File: src/rtl/adder_share_arbiter.sv
// adder_share_arbiter: one shared SIZE-bit adder, round-robin arbitration
// among NREQ requesters. The sum goes into a single-entry result register
// with a valid/ready handshake toward the consumer.
module adder_share_arbiter #(
    parameter int SIZE = 32,
    parameter int NREQ = 4,
    parameter int IDW  = $clog2(NREQ)
) (
    input  logic                 clk,
    input  logic                 rst_n,
    input  logic [NREQ-1:0]      req_valid,
    input  logic [NREQ*SIZE-1:0] req_a,
    input  logic [NREQ*SIZE-1:0] req_b,
    output logic [NREQ-1:0]      req_ready,
    output logic                 rsp_valid,
    input  logic                 rsp_ready,
    output logic [SIZE-1:0]      rsp_data,
    output logic                 rsp_carry,
    output logic [IDW-1:0]       rsp_id
);

    logic [IDW-1:0] ptr;
    logic [IDW-1:0] win;
    logic [IDW-1:0] ptr_nxt;
    logic           found;
    logic           stage_free;
    logic           fire;
    logic [SIZE-1:0] a_w;
    logic [SIZE-1:0] b_w;
    logic [SIZE:0]   sum;

    // The result register can take a new sum if it is empty or being drained now
    assign stage_free = !rsp_valid || rsp_ready;

    // Round-robin search: first valid requester at or after ptr, wrapping
    always_comb begin
        int           idx_i;
        logic [IDW-1:0] idx;
        found = 1'b0;
        win   = '0;
        idx_i = 0;
        idx   = '0;
        for (int k = 0; k < NREQ; k++) begin
            idx_i = int'(ptr) + k;
            if (idx_i >= NREQ) begin
                idx_i = idx_i - NREQ;
            end
            idx = idx_i[IDW-1:0];
            if (!found && req_valid[idx]) begin
                found = 1'b1;
                win   = idx;
            end
        end
    end

    // Grant is held off during reset and while the result is back-pressured
    always_comb begin
        req_ready = '0;
        if (rst_n && found && stage_free) begin
            req_ready[win] = 1'b1;
        end
    end

    assign fire = |req_ready;

    // Operand mux into the shared adder; carry comes from the extra top bit
    always_comb begin
        a_w = req_a[int'(win)*SIZE +: SIZE];
        b_w = req_b[int'(win)*SIZE +: SIZE];
        sum = {1'b0, a_w} + {1'b0, b_w};
    end

    // Pointer moves to the requester just after the winner
    always_comb begin
        if (win == IDW'(NREQ - 1)) begin
            ptr_nxt = '0;
        end else begin
            ptr_nxt = win + 1'b1;
        end
    end

    // Result register and priority pointer
    always_ff @(posedge clk or negedge rst_n) begin
        if (!rst_n) begin
            rsp_valid <= 1'b0;
            rsp_data  <= '0;
            rsp_carry <= 1'b0;
            rsp_id    <= '0;
            ptr       <= '0;
        end else if (fire) begin
            rsp_valid <= 1'b1;
            rsp_data  <= sum[SIZE-1:0];
            rsp_carry <= sum[SIZE];
            rsp_id    <= win;
            ptr       <= ptr_nxt;
        end else if (rsp_valid && rsp_ready) begin
            rsp_valid <= 1'b0;
        end
    end

endmodule

File: config.mk
export PLATFORM = sky130hd
export DESIGN_NAME = adder_share_arbiter
export DESIGN_NICKNAME = d
export VERILOG_FILES = /design/src/rtl/adder_share_arbiter.sv
export SDC_FILE = /design/constraint.sdc
export NUM_CORES = 1
export LEC_CHECK = 0
export BUFFER_PORTS_ARGS = -buffer_cell sky130_fd_sc_hd__buf_2
export CAP_MARGIN = 20
export CORE_AREA = 2 2 117 119
export DETAILED_ROUTE_END_ITERATION = 16
export DIE_AREA = 0 0 119 121
export PLACE_DENSITY_LB_ADDON = 0.1
export SLEW_MARGIN = 0
export SYNTH_ARGS = -nofsm -noshare
export SYNTH_HDL_FRONTEND = slang
export SYNTH_SLANG_ARGS = --single-unit
File: constraint.sdc
create_clock -name clk -period 4.7 [get_ports clk]
set_input_delay 0 -clock clk [delete_from_list [all_inputs] [get_ports clk]]
set_output_delay 0 -clock clk [all_outputs]
set_load 0.1 [all_outputs]
==> results.md <==
* Outcome: finished, final reports clean
* Slew @ Worst Pin at 857 ps
* CTS Root Cell: clkbuf_16
* IO Port Bufs at 302
* Die width at 119 um
* Fin crit period at 4290 ps
* Cell variety after synth at 47
* RSZ-0062 raised after global routing: no
* Setup Skew at 3.57 ps
* Final period utilization at 0.913
* Vias in the first global route at 6,221
* HPWL Detailed at 16.2 mm
* Hold endpoint: rsp_valid
* P_int at 2.52 mW
* Syn Nets at 1,120
* Hold wc startpoint: rsp_ready
* Largest net degree at the start of global routing at 67
* Clock slew at reported path FFs at 60 ps
* Critical Path Fanout Max at 44
* Placed cells at 1,251
* IO Pins at 303
* LEAKAGE at 3.81 nW
* Worst vdd ir at 0.000303 V
* Seq/Total Area, Yosys at 0.185
* Post-detailed-route wirelength per cell at 15.6 um
* GRT overflow at 0
* Sequential share of power at 0.089
* Clock share of power at 0.057
* Startpoint Class: register
* Final Wtd Congestion at 0.980
* Post-synthesis register bit count at 38
* R2R cell count at 18
* PD cells at 940 nW/um2
* Initial antenna violation count at 8
* Mapped Area at 5130 um2
* Commonest non-fill, non-tap cell in the layout: nand2_1
* Hold path depth at 3
* Fmax at 233 MHz
* CTS Buf Count at 5
* H-tree levels at 2
* Final std cells w/o fill at 1,269
* First-pass GRT wire length at 31.2 mm
* Die height at 121 um
* Initial Utilization at 0.392
* Clock Latency Late Sink at 280 ps
* Synth async-reset ratio at 1.00
* Hold slack at 15.8 ps
* Post-synth EDFFs at 0
* Max-Cap Viols at 0
* Syn. warnings at 0
* Vias/cell at 5.23
* Most frequent cells in the layout: nand2_1 (314), buf_2 (302), and3_1 (73)
* Longest Clk Path Bufs at 2
* Cell mode on critical path: a21oi_1
* Vias at 6,639
* Area of the die at 14,400 um2
* Gate Count Post-Synth at 820
* Combinational share of power at 0.854
* Nets@finish at 1,383
* R2R setup slack at 410 ps
* Final TNS setup at 0 ps
* Synthesis-to-finish area growth at 35.9%
* Min-Delay Path Class: input port to register
* Worst r2r dst: rsp_data[25]
* Power, Total at 6.55 mW
* Row cnt at 42
* Critical Path RT at 4910 ps
* CP cell instances: nand2b_1 > a21oi_1 > a31oi_1 > and2_4 > inv_4 > buf_12 > nand2_1 > and3_1 > a31oi_1 > ha_1 > a21oi_1 > o211ai_1 > a211oi_1 > o21ai_1 > a21oi_1 > o21ai_1 > a2111oi_0 > nand4b_1
* DR iter-0 viols at 418
* Net Sw Frac at 0.616
* Critical Path AT at 4500 ps
* FF-to-FF Start: ptr[1]
* Max-slew headroom at 0.421
* CTS tree: done
* Post-Layout Inst Area at 6970 um2
* CP max stage delay at 430 ps
* Final setup vio count at 0
* Clock sink count at 38
* WS Path Type: register to register
* Remaining routing DRC violations at 0
* Area after DPL at 6770 um2
* Average cell area after synthesis at 6.25 um2
* Total wire length at 19.8 mm
* Layout cells sized above 1 at 0.305
* Slowest-stage cell, CP: dfrtp_1
* Core Area at 13,100 um2
* Sw power at 4.03 mW
* Final Hold Fails at 0
* Critical Path End Type: register
* Top_reg_cell synth: dfrtp_1
* Max Slew Vio Count at 0
* Final antenna-violating net count at 0
* GRT Total Usage at 0.267
* Drt first pass iters at 5
==> metrics by stage <==
step | utilization | worst slack [ps]
after global placement | 0.518 | 503
after CTS | 0.531 | 444
after global routing | 0.532 | 78.9
final | 0.533 | 411
after floorplan | - | 879
after detailed placement | 0.518 | 456
==> cells in the mapped netlist (2+ instances only) <==
master       n  share of area
o21bai_1     5         0.0073
clkbuf_1    57          0.042
inv_2        3         0.0022
a2111oi_2    2         0.0059
and2_1      10          0.012
o2111ai_1    3         0.0051
a21oi_1     36          0.035
a21o_1      12          0.018
nand2_1    314           0.23
a211oi_1     3         0.0044
dfrtp_1     38           0.19
xnor2_1     16          0.027
a31oi_1     69          0.084
inv_1        9         0.0066
or3_1        2         0.0024
ha_1        36          0.088
buf_2        2         0.0020
o211ai_1     3         0.0044
nor3_1       8         0.0078
o22ai_1      2         0.0024
nor2b_1      3         0.0037
o41ai_1      3         0.0051
o21ai_0      7         0.0068
nor3b_1      4         0.0059
xor2_1       9          0.015
nand3_1     14          0.014
and3_1      73          0.089
nand2b_1     4         0.0049
mux2i_1      3         0.0059
nor2_1      18          0.013
o21ai_1     36          0.035
==> logic make-up (layout without fill, tap and decap cells) <==
kind of cell | count (synthesis) | count (layout) | synth area share
other | 0 | 9 | 0
DFF | 38 | 38 | 0.185
buffers and inverters | 72 | 336 | 0.0532
and+or+nand+nor | 455 | 455 | 0.391
AOI/OAI and AO/OA | 190 | 190 | 0.230
xor gates and xnor gates | 25 | 25 | 0.0427
muxes | 3 | 3 | 0.00586
adders and majority gates | 37 | 37 | 0.0918
==> repair_timing <==
item | CTS | global route
resized for setup | 0 | 0
hold endpoints to repair | 38 | 0
buffers inserted | 0 | 0
hold buffers | 1 | 0
==> power by group through the flow <==
stage	clock (mW)	combinational, mW	sequential (mW)
after floorplan	0	3.19	1.66
after global placement	0	5.52	0.589
after detailed placement	0	5.54	0.591
after CTS	0.378	5.56	0.586
after global routing	0.394	6.12	0.608
final	0.371	5.60	0.584
==> state kept, by name, indices dropped and copies added, names as in the netlist <==
| register | cells |
|---|---|
| rsp_valid | 1 |
| rsp_id | 2 |
| rsp_carry | 1 |
| ptr | 2 |
| rsp_data | 32 |
==> critical path, delay by kind of cell (launching register included) <==
kind / cells / cell delay [ps]
AOI/OAI and AO/OA: 10 / 2080
adders and majority gates: 1 / 320
buffers and inverters: 2 / 580
DFF: 1 / 430
and+or+nand+nor: 5 / 800
==> worst max-delay path by stage <==
| stage | from | to | depth (start not counted) |
|---|---|---|---|
| global placement | ptr[1] | rsp_carry | 16 |
| global route | ptr[1] | rsp_data[25] | 18 |
| CTS | ptr[1] | rsp_data[25] | 18 |
| floorplan | ptr[1] | rsp_carry | 19 |
| finish | ptr[1] | rsp_data[25] | 18 |
| detailed placement | ptr[1] | rsp_data[25] | 18 |
==> area by class of cell <==
| class | instances | area (um2) |
|---|---|---|
| tap | 176 | 220 |
| clock buffer | 7 | 133 |
| multi-input combinational | 710 | 3920 |
| fill | 1389 | 6120 |
| clock inverter | 1 | 30.0 |
| inverter | 12 | 47.5 |
| sequential | 38 | 951 |
| antenna | 9 | 22.5 |
| timing repair buffer | 316 | 1640 |
==> per-layer routing <==
metal,track usage,part of all wire
met3,0.0404,0.062
met5,0,0.00066
met4,0.0833,0.023
met1,0.369,0.46
met2,0.430,0.45
Power figures use the tool's default switching activity.
